$ cat config.mk
export PLATFORM = sky130hd
export DESIGN_NAME = regfile_mp_sb
export DESIGN_NICKNAME = d
export VERILOG_FILES = /design/src/rtl/regfile_mp_sb.sv
export SDC_FILE = /design/constraint.sdc
export NUM_CORES = 2
export LEC_CHECK = 0
export CORE_ASPECT_RATIO = 0.8
export CORE_UTILIZATION = 24
export CTS_CLUSTER_SIZE = 10
export DETAILED_ROUTE_END_ITERATION = 10
export PLACE_DENSITY = 0.48
export SKIP_LAST_GASP = 1
export SYNTH_ARGS = -nofsm -noshare
export SYNTH_HDL_FRONTEND = slang
export SYNTH_SLANG_ARGS = --single-unit
$ cat constraint.sdc
create_clock -name clk -period 3.8 [get_ports clk]
set_input_delay 0.76 -clock clk [delete_from_list [all_inputs] [get_ports clk]]
set_output_delay 0.76 -clock clk [all_outputs]
set_load 0.005 [all_outputs]
$ cat src/rtl/regfile_mp_sb.sv
// Multi-port register file with write-through bypass and a
// per-register pending scoreboard for issue hazard tracking.
module regfile_mp_sb #(
  parameter int            DW       = 32,
  parameter int            AW       = 5,
  parameter int            NRD      = 2,
  parameter int            INIT_IDX = 25,
  parameter logic [DW-1:0] INIT_VAL = DW'(32'h40000010)
) (
  input  logic              clk,
  input  logic              reset_n,
  input  logic              we0,
  input  logic [AW-1:0]     wa0,
  input  logic [DW-1:0]     wd0,
  input  logic              we1,
  input  logic [AW-1:0]     wa1,
  input  logic [DW-1:0]     wd1,
  input  logic [NRD*AW-1:0] rd_addr,
  output logic [NRD*DW-1:0] rd_data,
  output logic [NRD-1:0]    rd_busy,
  input  logic              sb_set,
  input  logic [AW-1:0]     sb_addr,
  input  logic              flush
);

  localparam int NR = 1 << AW;

  if (NRD < 1 || NRD > 8 ||
      INIT_IDX < 0 || INIT_IDX >= NR) begin : g_bad_param
    $error("regfile_mp_sb: bad NRD or INIT_IDX");
  end

  logic [DW-1:0] mem [1:NR-1];
  logic [NR-1:1] busy;
  logic [NR-1:1] busy_nxt;
  logic          wc0;
  logic          wc1;

  assign wc0 = we0 && (wa0 != '0);
  assign wc1 = we1 && (wa1 != '0);

  // set beats a same-cycle commit clear; flush beats everything
  always_comb begin
    busy_nxt = busy;
    for (int r = 1; r < NR; r++) begin
      if (wc0 && wa0 == AW'(r))
        busy_nxt[r] = 1'b0;
      if (wc1 && wa1 == AW'(r))
        busy_nxt[r] = 1'b0;
      if (sb_set && sb_addr == AW'(r))
        busy_nxt[r] = 1'b1;
    end
    if (flush)
      busy_nxt = '0;
  end

  always_ff @(posedge clk) begin
    if (!reset_n) begin
      for (int i = 1; i < NR; i++)
        mem[i] <= (i == INIT_IDX) ? INIT_VAL : '0;
      busy <= '0;
    end else begin
      if (wc0)
        mem[wa0] <= wd0;
      if (wc1)
        mem[wa1] <= wd1;
      busy <= busy_nxt;
    end
  end

  for (genvar k = 0; k < NRD; k++) begin : g_rd
    logic [AW-1:0] ra;
    logic          hit0;
    logic          hit1;
    logic          nz;

    assign ra   = rd_addr[k*AW +: AW];
    assign nz   = (ra != '0);
    assign hit0 = we0 && (wa0 == ra);
    assign hit1 = we1 && (wa1 == ra);

    assign rd_data[k*DW +: DW] =
      !nz  ? '0  :
      hit1 ? wd1 :
      hit0 ? wd0 : mem[ra];

    assign rd_busy[k] =
      nz && !hit0 && !hit1 && busy[ra];
  end

endmodule

After elaboration in Yosys (flattened, before gate mapping)
Memory sizes are Yosys's and may differ from the RTL's.
Cells that the tools add are included.
- word-level logic and storage cells: 395
- input bits: 95
- memories: 1
- register bits: 31
- output and inout bits: 66
- RAM bits: 992
- memory list (memory ; words ; bits a word ; rd ports ; clocked after Yosys merged registers in ; write ports ; line ; source):
    mem ; 31 ; 32 ; 2 ; 0 ; 31 ; 33 ; logic [DW-1:0] mem [1:NR-1];
- bitwise operators: 1
- reductions and logical operators: 147
- multiplexer cells: 116
- $lt $le $gt $ge: 2
- equality and inequality tests: 97
- operators with widths (operator ; count):
    $mux 32 ; 8
    $eq 5x5->1 const B ; 48
    $eq 5x4->1 const B ; 24
    $logic_and 1x1->1 ; 105
    $mux 1 ; 104
    $reduce_bool 3->1 ; 31
    $reduce_or 32->1 ; 2
    $eq 5x3->1 const B ; 12
    $eq 5x2->1 const B ; 6
    $eq 5x5->1 ; 4
    $reduce_bool 5->1 ; 4
    $eq 5x1->1 const B ; 3
    $lt 5x6->1 const B ; 2
    $bmux 1 s5 ; 2
    $mux 5 ; 2
    $logic_not 1->1 ; 4
    $reduce_or 2->1 ; 1
    $not 1->1 ; 1

Depth between registers and ports, before layout
- depth in word-level cells: 7
- mapped depth: 10
- depth with buffers taken out: 5

Worst setup path before layout
No wires, ideal clock.
- kind: input port to output port
- start point: in rd_addr[6]
- end point: out rd_data[36]
- required time: 3.040 ns
- data arrival time: 2.577 ns
- slack: 0.463 ns
- cell stages on the path: 8
- cell sequence: buf_4 buf_4 buf_2 clkbuf_1 mux4_2 a221oi_1 nor4_1 a221o_1
- cells in the longest elaborated chain, start to end: 5
- elaborated cells on any way between the ends: 9
- ends and longest elaborated chain (element ; line ; source):
    start: declaration ; 18 ; input logic [NRD*AW-1:0] rd_addr,
    parallel branches: the longest is 4 deep, another holds $mem_v2 31x32 ; -- ;
    $mux 32 * ; 83 ; !nz ? '0 :
    end: declaration ; 19 ; output logic [NRD*DW-1:0] rd_data,
Mark *: on every way between the ends.

Final worst setup path
- start point: in rd_addr[0]
- end point: out rd_data[20]
Same word-level chain as after synthesis.

==> flow_summary.json <==
{
  "status": "complete, but fails checks",
  "violations": "negative setup slack",
  "fill_cells": 24600,
  "maxCapViolCount": 0,
  "synth.avg_cell_area_um2": 14.0,
  "arrival_ns": 3.21,
  "clock.fmax_ghz": 0.252,
  "clkTransAtPathRegs_ns": 0.05,
  "ys_top_cells_by_area": "edfxtp_1, mux4_2, a22o_1",
  "final_nets": 4913,
  "rsz0062_at_grt": "true",
  "synth_ff_type": "edfxtp_1",
  "worstSetupPathType": "in2out",
  "ff_latch_area_um2": 31400,
  "fin_util_pct": 32.0,
  "vias": 50400,
  "place_inst": 7801,
  "multiInputGateArea_um2": 29900,
  "root_buffer": "clkbuf_16",
  "wire_per_inst_um": 38.5,
  "clock_sinks": 1055,
  "post-route-cell-area_um2": 81200,
  "pin_count": 161,
  "dp_hpwl_mm": 181,
  "routed-wl-met3_mm": 37.9,
  "grt_pass1_wl_mm": 421,
  "peakVddDrop_mv": 0.484,
  "synth_commonest_cells": "edfxtp_1, a22o_1, clkbuf_1",
  "synthesis.area_um2": 61500,
  "grt.overflow.total": 0,
  "gp_congestion": 0.887,
  "yosysSeqAreaShare_pct": 51.0,
  "top_layer": "met5",
  "finalWirelength_mm": 316,
  "fin_worst_skew_ns": 0,
  "place_area_um2": 72100,
  "drc": 0,
  "vias_per_cell": 6.13,
  "antenna_found_initial": 8,
  "grt_pass1_vias": 49300,
  "first_pass_iters": 5,
  "slew_headroom_pct": 14.3,
  "worst-path-max-fanout": 7,
  "cts_hold_buf": 0,
  "crit_slowest_cell": "a221oi_1",
  "yosys.area.top_type": "edfxtp_1",
  "start_util_pct": 24.2,
  "worstSetupEndpointType": "output port",
  "grt_usage_pct": 23.6,
  "htree_levels": 4,
  "synth_top_area_share_pct": 50.0,
  "clkLatencyLatePin_ns": 0.79,
  "place.port_buffers": 160,
  "synth_edf_count": 1024,
  "min_period_over_period_pct": 105,
  "area.growth.synth_to_final_pct": 32.1,
  "tritoncts": "done",
  "path_buf_inv": 10,
  "clockBufferDepth": 3,
  "p_leak_nw": 28.2,
  "worst_pin_slew_ns": 1.29,
  "met2WireLength_mm": 136,
  "cp-start-kind": "primary input",
  "final_cells": 8220,
  "slowest_delay_ns": 0.33,
  "cp_cell_sequence": "buf_16, buf_12, buf_16, buf_6, buf_8, buf_16, buf_8, buf_4, mux2_2, a221oi_1, o211a_1, nor4_2, buf_4, a221o_1, buf_2",
  "netlist_instances": 4386,
  "fin_tns_setup_ns": -2.42,
  "drv_slew": 0,
  "synth_cell_type_count": 50,
  "postRouteAntennaNets": 0,
  "wl_met1_mm": 126,
  "setup_viol": 34,
  "die-width_um": 568,
  "die_area_um2": 258000,
  "final.setup.worst_slack_ns": -0.173,
  "cts_made_buffers": 130,
  "crit_family": "buffers and inverters",
  "drive_gt1_share_pct": 40.4,
  "ys_ff_latch": 1055,
  "fp.dieH_um": 455,
  "power_density_nw_per_um2": 384,
  "core-area_um2": 254000,
  "post-synth-top-count-cell": "edfxtp_1",
  "row_count": 165,
  "min_period_ns": 3.97,
  "critPathRequiredTime_ns": 3.04,
  "hold_viol_final": 0,
  "crit_top_cell": "buf_16",
  "min_path_type": "reg2reg",
  "postSynth.asyncResetShare_pct": 0,
  "drt-initial-drc-count": 7544,
  "grt_max_degree": 33,
  "synth-warning-count": 0
}
worst paths after layout:
kind	end	slack (ns)	cells past startpoint	startpoint
hold reg to reg	busy[18]$_SDFFE_PP0P_	0.54	2	busy[18]$_SDFFE_PP0P_
hold / removal	busy[18]$_SDFFE_PP0P_	0.54	2	busy[18]$_SDFFE_PP0P_
setup / recovery	rd_data[20]	-0.17	15	rd_addr[0]
setup reg to reg	busy[20]$_SDFFE_PP0P_	3.06	2	busy[20]$_SDFFE_PP0P_
cell usage in the layout, fill, tap and decap left out, drive strengths merged, types with 10 or more instances in the layout:
master,Yosys,final
edfxtp,1024,1024
a22o,1022,1022
buf,180,886
mux4,406,406
clkbuf,562,192
mux2i,166,166
mux2,150,150
nand2,114,114
a221oi,90,90
nor2,85,85
clkdlybuf4s50,0,75
nor3,64,64
o221ai,64,64
nor4,63,63
a221o,62,62
a22oi,61,61
a211oi,34,34
conb,1,32
and3,32,32
dfxtp,31,31
o211a,30,30
a21oi,27,27
clkinv,0,21
nor2b,13,13
xnor2,12,12
nand2b,11,11
inv,6,10
clkdlybuf4s15,0,10
tightest hold or removal path: cells and delay by family (launching register included):
| family | cells | cell delay (ns) |
|---|---|---|
| AO/OA/AOI/OAI | 1 | 0.09 |
| flip-flops | 1 | 0.33 |
| AND/OR/NAND/NOR | 1 | 0.08 |
through the flow:
stage	hold WS (ns)	setup WS (ns)	power, mW
final	0.539	-0.173	31.2
after global placement	0.513	-0.919	19.1
after global routing	0.570	-0.226	31.9
after detailed placement	0.524	-0.878	19.1
after CTS	0.537	-0.267	31.0
after floorplan	0.492	0.463	16.5
sequential cells by signal, indices dropped and copies added (netlist names):
signal	cells
mem	1024
busy	31
layer usage:
layer | vias up | track usage (%)
met4 | 2 | 10.4
met2 | 3724 | 35.5
met1 | 26600 | 31.5
met3 | 734 | 6.81
met5 | - | 0
li1 | 19300 | -
area by class of cell:
cell class,count,share of cell area [%]
Antenna cell,3,0.00924
Clock buffer,165,4.28
Tap cell,3340,5.15
Sequential cell,1055,38.6
Inverter,6,0.0277
Multi-Input combinational cell,2614,36.8
Clock inverter,26,0.171
Timing Repair Buffer,1011,14.9
logic make-up after synthesis:
logic type	synth area share, %
AND/OR/NAND/NOR	3.49
AO/OA/AOI/OAI	19.9
flip-flops	51.0
XOR/XNOR	0.285
other	0.00610
multiplexers	20.3
buffers and inverters	5.00
what timing repair did:
action,4_1_cts,5_1_grt
gates cloned,26,4
gates resized for setup,589,256
pin swaps,115,143
buffers inserted,174,99
endpoints found under the setup margin,66,63
power breakdown:
part / internal (mW) / switching, mW / total [mW] / leakage, nW
logic: 2.67 / 3.24 / 5.92 / 16.4
clock network: 6.36 / 5.10 / 11.5 / 1.76
registers: 13.5 / 0.339 / 13.8 / 10.1
total: 22.5 / 8.68 / 31.2 / 28.2
(Power assumes the default switching activity.)
